`config.mk`:
```
export PLATFORM = sky130hd
export DESIGN_NAME = uio_port_arbiter
export DESIGN_NICKNAME = d
export VERILOG_FILES = /design/src/rtl/uio_arb_pkg.sv /design/src/rtl/rr_pick.sv /design/src/rtl/uio_port_arbiter.sv
export SDC_FILE = /design/constraint.sdc
export NUM_CORES = 1
export LEC_CHECK = 0
export ABC_AREA = 1
export BUFFER_PORTS_ARGS = -buffer_cell sky130_fd_sc_hd__buf_2
export CORE_UTILIZATION = 45
export DETAILED_ROUTE_END_ITERATION = 12
export HOLD_SLACK_MARGIN = 0.02
export PLACE_DENSITY = 0.74
export SLEW_MARGIN = 20
export SYNTH_ARGS = -nofsm -noshare
export SYNTH_HDL_FRONTEND = slang
export SYNTH_SLANG_ARGS = --single-unit
```
`constraint.sdc`:
```
create_clock -name clock -period 2.5 [get_ports clock]
set_input_delay 0.125 -clock clock [delete_from_list [all_inputs] [get_ports clock]]
set_output_delay 0.125 -clock clock [all_outputs]
set_load 0.02 [all_outputs]
```
`src/rtl/uio_arb_pkg.sv`:
```
// rtl/uio_arb_pkg.sv - shared types and counter widths for the uio pad arbiter
package uio_arb_pkg;

  typedef enum logic [1:0] {
    IDLE,
    TURN,
    OWN
  } state_t;

  localparam int MAX_REQ = 4;
  localparam int TURN_W  = 3;
  localparam int HOLD_W  = 8;
  localparam logic [HOLD_W-1:0] HOLD_SAT = 8'd255;

endpackage

```
`src/rtl/rr_pick.sv`:
```
// rtl/rr_pick.sv - combinational round-robin picker
// Returns the first set request at or after ptr, wrapping modulo N.
module rr_pick #(
  parameter int N  = 2,
  parameter int IW = 1
) (
  input  logic [N-1:0]  req,
  input  logic [IW-1:0] ptr,
  output logic          valid,
  output logic [IW-1:0] idx
);

  // Scan farthest-to-nearest so the candidate closest to ptr wins last.
  always_comb begin
    valid = 1'b0;
    idx   = '0;
    for (int k = N - 1; k >= 0; k--) begin
      for (int i = 0; i < N; i++) begin
        if (i == (int'(ptr) + k) % N && req[i]) begin
          valid = 1'b1;
          idx   = IW'(i);
        end
      end
    end
  end

endmodule

```
`src/rtl/uio_port_arbiter.sv`:
```
// rtl/uio_port_arbiter.sv - round-robin owner of the shared uio pads
// Inserts an all-inputs turnaround window before every grant and caps ownership time.
module uio_port_arbiter
  import uio_arb_pkg::*;
#(
  parameter int NUM_REQ  = 2,
  parameter int TURN_CYC = 1,
  parameter int MAX_HOLD = 16
) (
  input  logic                 clock,
  input  logic                 reset,
  input  logic [NUM_REQ-1:0]   req,
  input  logic [8*NUM_REQ-1:0] req_out,
  input  logic [8*NUM_REQ-1:0] req_oe,
  output logic [NUM_REQ-1:0]   grant,
  output logic [7:0]           rd_data,
  input  logic [7:0]           uio_in,
  output logic [7:0]           uio_out,
  output logic [7:0]           uio_oe
);

  localparam int IW = (NUM_REQ > 2) ? 2 : 1;
  localparam logic [TURN_W-1:0] TURN_LOAD = TURN_W'(TURN_CYC - 1);
  localparam logic [HOLD_W-1:0] HOLD_LAST = HOLD_W'(MAX_HOLD - 1);

  state_t              state;
  logic [IW-1:0]       owner;
  logic [IW-1:0]       ptr;
  logic [TURN_W-1:0]   turn_cnt;
  logic [HOLD_W-1:0]   hold_cnt;
  logic                pick_valid;
  logic [IW-1:0]       pick_idx;
  logic [IW-1:0]       ptr_next;
  logic [NUM_REQ-1:0]  own_mask;
  logic [NUM_REQ-1:0]  pick_mask;
  logic [7:0]          own_out;
  logic [7:0]          own_oe;
  logic                own_exit;

  rr_pick #(.N(NUM_REQ), .IW(IW)) u_pick (
    .req   (req),
    .ptr   (ptr),
    .valid (pick_valid),
    .idx   (pick_idx)
  );

  always_comb begin
    own_mask  = '0;
    pick_mask = '0;
    own_out   = '0;
    own_oe    = '0;
    for (int i = 0; i < NUM_REQ; i++) begin
      own_mask[i]  = (IW'(i) == owner);
      pick_mask[i] = (IW'(i) == pick_idx);
      if (IW'(i) == owner) begin
        own_out = req_out[8*i +: 8];
        own_oe  = req_oe[8*i +: 8];
      end
    end
  end

  assign ptr_next = (pick_idx == IW'(NUM_REQ - 1)) ? '0 : pick_idx + 1'b1;

  // Voluntary release, or forced release once the hold budget is spent and someone else waits.
  assign own_exit = !(|(req & own_mask)) ||
                    ((MAX_HOLD != 0) && (hold_cnt == HOLD_LAST) && (|(req & ~own_mask)));

  always_ff @(posedge clock or posedge reset) begin
    if (reset) begin
      state    <= IDLE;
      owner    <= '0;
      ptr      <= '0;
      turn_cnt <= '0;
      hold_cnt <= '0;
      grant    <= '0;
      rd_data  <= '0;
      uio_out  <= '0;
      uio_oe   <= '0;
    end else begin
      rd_data <= uio_in;
      case (state)
        IDLE: begin
          if (pick_valid) begin
            owner    <= pick_idx;
            turn_cnt <= TURN_LOAD;
            state    <= TURN;
          end
        end
        TURN: begin
          if (turn_cnt == '0) begin
            // Winner is re-evaluated here in case the latched one dropped its request.
            if (pick_valid) begin
              owner    <= pick_idx;
              grant    <= pick_mask;
              ptr      <= ptr_next;
              hold_cnt <= '0;
              state    <= OWN;
            end else begin
              state <= IDLE;
            end
          end else begin
            turn_cnt <= turn_cnt - 1'b1;
          end
        end
        OWN: begin
          if (own_exit) begin
            grant   <= '0;
            uio_out <= '0;
            uio_oe  <= '0;
            if (|req) begin
              owner    <= pick_idx;
              turn_cnt <= TURN_LOAD;
              state    <= TURN;
            end else begin
              state <= IDLE;
            end
          end else begin
            uio_out <= own_out;
            uio_oe  <= own_oe;
            if (hold_cnt != HOLD_SAT) begin
              hold_cnt <= hold_cnt + 1'b1;
            end
          end
        end
        default: state <= IDLE;
      endcase
    end
  end

endmodule

```
-- Word-level counts from Yosys, hierarchy flattened
Index checks and enable logic that the tools add are counted.
- word-level logic and storage cells: 91
- ROM bits: 0
- memory bits (writable): 0
- bits in latches: 0
- flip-flop bits (word level): 41
- memories: 0
- bits of input ports: 44
- output and inout port bits: 26
- multiplexer cells: 37
- $add $sub $neg: 4
- magnitude comparators: 0
- bitwise operators: 6
- $mul: 0
- divide/modulo/power cells: 0
- equality and inequality tests: 13
- reduce and logical (&&, ||, !) cells: 22
- shift operators: 0
- operator list (kind ; number):
    $logic_not A32 Y1 ; 2
    $mux W8 ; 8
    $ne A2 B2 Y1 const B ; 8
    $pmux W8 S2 ; 1
    $mux W2 ; 7
    $mux W1 ; 13
    $mux W3 ; 4
    $reduce_and A5 Y1 ; 2
    $pmux W3 S3 ; 1
    $add A8 B1 Y8 const B ; 1
    $eq A8 B4 Y1 const B ; 1
    $ne A8 B8 Y1 const B ; 1
    $reduce_and A4 Y1 ; 2
    $pmux W2 S3 ; 1
    $reduce_and A3 Y1 ; 2
    $reduce_or A2 Y1 ; 3
    $logic_and A1 B1 Y1 ; 5
    $and A2 B2 Y2 ; 2
    $pmux W2 S2 ; 1
    $logic_not A3 Y1 ; 1
    $pmux W1 S3 ; 1
    $reduce_bool A3 Y1 ; 1
    $sub A3 B1 Y3 const B ; 1
    $add A1 B1 Y1 const B ; 2
    10 further kinds ; 11

-- Depth between registers and ports, before layout
- depth after elaboration: 11
- gate-level depth with buffers: 10
- mapped depth without buffers: 10

-- Modules after synthesis
From an unflattened synthesis, not the netlist that was laid out.
- cells, all modules: 231
- area, all modules: 2016.9 sq um
- modules (own cells, without submodules) (module ; area each (sq um) ; sequential area each (sq um) ; times used ; cells each):
    uio_port_arbiter ; 1998.2 ; 1026.0 ; 1 ; 227
    rr_pick ; 18.8 ; 0.0 ; 1 ; 4

-- Worst setup path after synthesis
Ideal clock, no wire load.
- path type: reg2reg
- from: register turn_cnt[0]
- to: register hold_cnt[0]
- buffers on the path: 0
- library setup time: 117 ps
- path slack: 1108 ps
- data arrival time: 1275 ps
- cell stages (with the launch flop): 10
- required time: 2383 ps
- clock period less this slack: 1392 ps
- path through: dfrtp_1 inv_1 ha_1 inv_1 nor2_1 nand2_1 nor3_2 inv_2 nand3_1 nand2_1
- cells in the longest elaborated chain, start to end: 3
- RTL lines (what ; line ; text):
    start, declared ; uio_port_arbiter.sv:29 ; logic [TURN_W-1:0] turn_cnt;
    start signal, assigned ; uio_port_arbiter.sv:102 ; turn_cnt <= turn_cnt - 1'b1;
    $logic_not A3 Y1 ; uio_port_arbiter.sv:90 ; if (turn_cnt == '0) begin
    $ne A2 B2 Y1 (no line) ; - ;
    $reduce_and A5 Y1 (no line) ; - ;
    end signal, assigned ; uio_port_arbiter.sv:121 ; hold_cnt <= hold_cnt + 1'b1;
    end, declared ; uio_port_arbiter.sv:30 ; logic [HOLD_W-1:0] hold_cnt;
Every way passes these cells.
A chain may end at the register's enable or synchronous reset.

-- Final worst setup path
- from: register hold_cnt[0]
- to: register turn_cnt[2]
- cells in the longest elaborated chain, start to end: 5
- RTL lines (what ; line ; text):
    $eq A8 B4 Y1 ; uio_port_arbiter.sv:66 ; ((MAX_HOLD != 0) && (hold_cnt == HOLD_LAST) && (|(req & ~own_mask)));
    $logic_and A1 B1 Y1 ; uio_port_arbiter.sv:66 ;
    $logic_or A1 B1 Y1 ; uio_port_arbiter.sv:65 ; assign own_exit = !(|(req & own_mask)) ||
    $ne A2 B2 Y1 (no line) ; - ;
    $reduce_and A5 Y1 (no line) ; - ;
Every way passes these cells.

==> summary.md <==
| Metric | Value |
|---|---|
| Outcome | `finished, final reports clean` |
| Hold WS | `between 0.1 and 0.15 ns` |
| Mapped Cells | `between 200 and 250` |
| Worst-Margin Slew | `~0.5 ns` |
| Post-layout nets | `341` |
| Yosys reg bits | `41` |
| Worst setup path class | `reg2reg` |
| Relative slew slack | `66.8%` |
| First drt pass iteration count | `4` |
| Die Wd | `about 69 um` |
| CORE AREA | `approximately 4100 sq um` |
| Pwr per Cell Area | `approximately 1000 nW/um^2` |
| Sink Count | `41` |
| CTS buffer count | `5` |
| Unique masters post-synth | `28` |
| Hold Crit Class | `in2reg` |
| Drc violations | `0` |
| CP max stage cell | `dfrtp_1` |
| Top Metal Used | `met4` |
| Final ANT Viol Nets | `0` |
| Clock Path Buffers | `2` |
| Crit path launch type | `flop` |
| CP peak stage delay | `roughly 0.41 ns` |
| Die area | `between 4000 and 5000 sq um` |
| DR WL/cell | `between 10 and 15 um` |
| RSZ-0062 raised after global routing | `no` |
| CP delay by family, top | `simple AND/OR/NAND/NOR gates` |
| Final Max Slew Viols | `0` |
| Register area share after synthesis | `between 50% and 60%` |
| Final WL | `~4000 um` |
| First-pass GRT wire length | `roughly 6600 um` |
| Share of layout cells above drive strength 1 | `34.6%` |
| Wire length on met3 | `between 100 and 150 um` |
| Syn_area_per_cell | `between 9 and 10 sq um` |
| Max FO, Critical Path | `19` |
| Cell Area, Synth | `about 2000 sq um` |
| CTS tree | `yes` |
| WP data arrival | `1.86 ns` |
| Pre-CTS WS | `approximately 0.84 ns` |
| Die H | `about 69 um` |
| Fin crit share | `67.1%` |
| Setup Fix Bufs, Post-CTS | `0` |
| Top Ports | `70` |
| Register area | `between 1000 and 1500 sq um` |
| Crit. End Element | `flop` |
| I/O Buffers | `69` |
| Setup WS post-layout | `0.822 ns` |
| Critical Path, Cell by Cell | `ha_1 > nand2_1 > nor2_4 > nand3_4 > nand3_4 > nand2_2 > nand2_1 > o21ai_1` |
| Total GRT Usage | `19.5%` |
| Leak | `around 1.4 nW` |
| Largest net degree at the start of global routing | `between 40 and 50` |
| Final Hold Fails | `0` |
| Total Neg Setup Slack | `0 ns` |
| Post-DP HPWL | `2790 um` |
| Crit path required time | `2.68 ns` |
| Syn nets | `between 200 and 300` |
| Power Total | `approximately 2.7 mW` |
| Area of the multi-input gates | `between 800 and 900 sq um` |
| YS warnings | `0` |
| Final setup fails | `0` |
| Via-to-Cell Ratio | `approximately 4.8` |
| Iteration-0 DRC Markers | `69` |
| Tmin final | `1.68 ns` |
| Number of diodes | `0` |
| Vias in the first global route | `1541` |
| Root Driver | `clkbuf_8` |
| # H-tree levels | `2` |
| Clock Skew | `just under 0.006 ns` |
| Peak VDD IR | `0.000495 V` |
| GPL Wtd Cong | `about 0.8` |
| Max Cap Violations | `0` |
| Met1 wire length | `between 1500 and 2000 um` |
| Initial Util | `about half` |
| Max Freq | `a little under 0.6 GHz` |
| Worst-Skew Late Latency | `between 0.2 and 0.3 ns` |
| DR vias | `1654` |
| DR WL met2 | `around 2000 um` |
| Initial antenna violation count | `0` |
| Grt ovf | `0` |
| CP Buf/Inv Count | `0` |
| Fillers | `~370` |
| Synth-to-layout area growth | `30.9%` |
| # rows | `23` |
| Clock transition at the registers of the reported paths | `about 0.08 ns` |
-- Yosys cell counts, drive strengths merged --
cell type / number / area [sq um]
xor2: 5 / 43.8
clkbuf: 1 / 3.75
dfrtp: 41 / 1030
mux2i: 16 / 160
nor2: 11 / 51.3
inv: 25 / 93.8
or2: 1 / 6.26
nand4: 2 / 27.5
nand3: 13 / 90.1
ha: 3 / 37.5
o21ai: 22 / 155
nand2: 62 / 235
xnor2: 1 / 8.76
nor3: 1 / 10.0
o22ai: 1 / 6.26
buf: 4 / 28.8
a21oi: 3 / 15.0
-- final cells by class --
| cell class | count | area share [%] |
|---|---|---|
| clock buffer | 5 | 2.63 |
| clock inverter | 3 | 2.63 |
| inverter | 25 | 3.59 |
| multi-input combinational | 141 | 32.4 |
| sequential | 41 | 39.2 |
| tap | 50 | 2.39 |
| timing repair buffer | 80 | 17.2 |
-- path summary, 6_finish.rpt --
path,startpoint,to,slack [ns],cells after the start
setup / recovery,hold_cnt[0],turn_cnt[2],0.82,8
hold / removal,req_oe[0],uio_oe[0],0.11,3
setup reg to reg,hold_cnt[0],turn_cnt[2],0.82,8
hold reg to reg,uio_oe[3],uio_oe[3],0.48,2
max in group asynchronous,reset,uio_out[7],1.66,4
min in group asynchronous,reset,hold_cnt[6],0.49,4
-- power breakdown --
group / internal [mW] / switching [mW]
clock: 0.402 / 0.235
combinational: 0.394 / 0.669
sequential: 0.854 / 0.121
total: 1.65 / 1.02
-- layout by cell type (no fill, tap or decap), drive strengths merged --
cell         count
xnor2            1
nor3             1
xor2             5
o22ai            1
nand3           13
a21oi            3
nor2            11
dlygate4sd3      9
clkbuf           5
buf             71
nand2           62
inv             26
or2              1
ha               3
o21ai           22
dfrtp           41
bufinv           2
mux2i           16
nand4            2
-- worst min-delay path, delay by kind of cell --
kind / cells / cell delay, ns
compound gates: 1 / 0.12
buf+inv: 1 / 0.07
mux: 1 / 0.05
-- repair_timing --
action / CTS / global route
gates resized for setup: 0 / 0
endpoints found under the hold margin: 49 / 0
hold buffers: 9 / 0
-- cell families (layout without fill, tap and decap cells) --
| group | after synthesis | after routing | synth area share, % |
|---|---|---|---|
| AOI/OAI and AO/OA | 26 | 26 | 8.82 |
| xor gates and xnor gates | 6 | 6 | 2.63 |
| adders and majority gates | 3 | 3 | 1.88 |
| buffers and inverters | 30 | 113 | 6.32 |
| DFF | 41 | 41 | 51.3 |
| muxes | 16 | 16 | 8.01 |
| and+or+nand+nor | 90 | 90 | 21.0 |
-- metal layers --
layer,GRT usage [%],vias up
li1,-,839
met1,23.2,761
met2,33.2,49
met3,3.78,5
met4,9.90,0
met5,0,-
-- sequential cells by signal (all words and copies together), names as in the netlist, 2 cells and up --
signal	count
state	2
uio_out	8
hold_cnt	8
turn_cnt	3
grant	2
uio_oe	8
rd_data	8
-- metrics by stage --
step | area, sq um | util [%] | cells
floorplan | 2000 | - | 212
global placement | 2390 | 57.7 | 328
global route | 2620 | 63.2 | 345
detailed placement | 2390 | 57.7 | 328
CTS | 2620 | 63.2 | 345
finish | 2620 | 63.2 | 345
No activity file was read; power rests on OpenSTA's default activity.
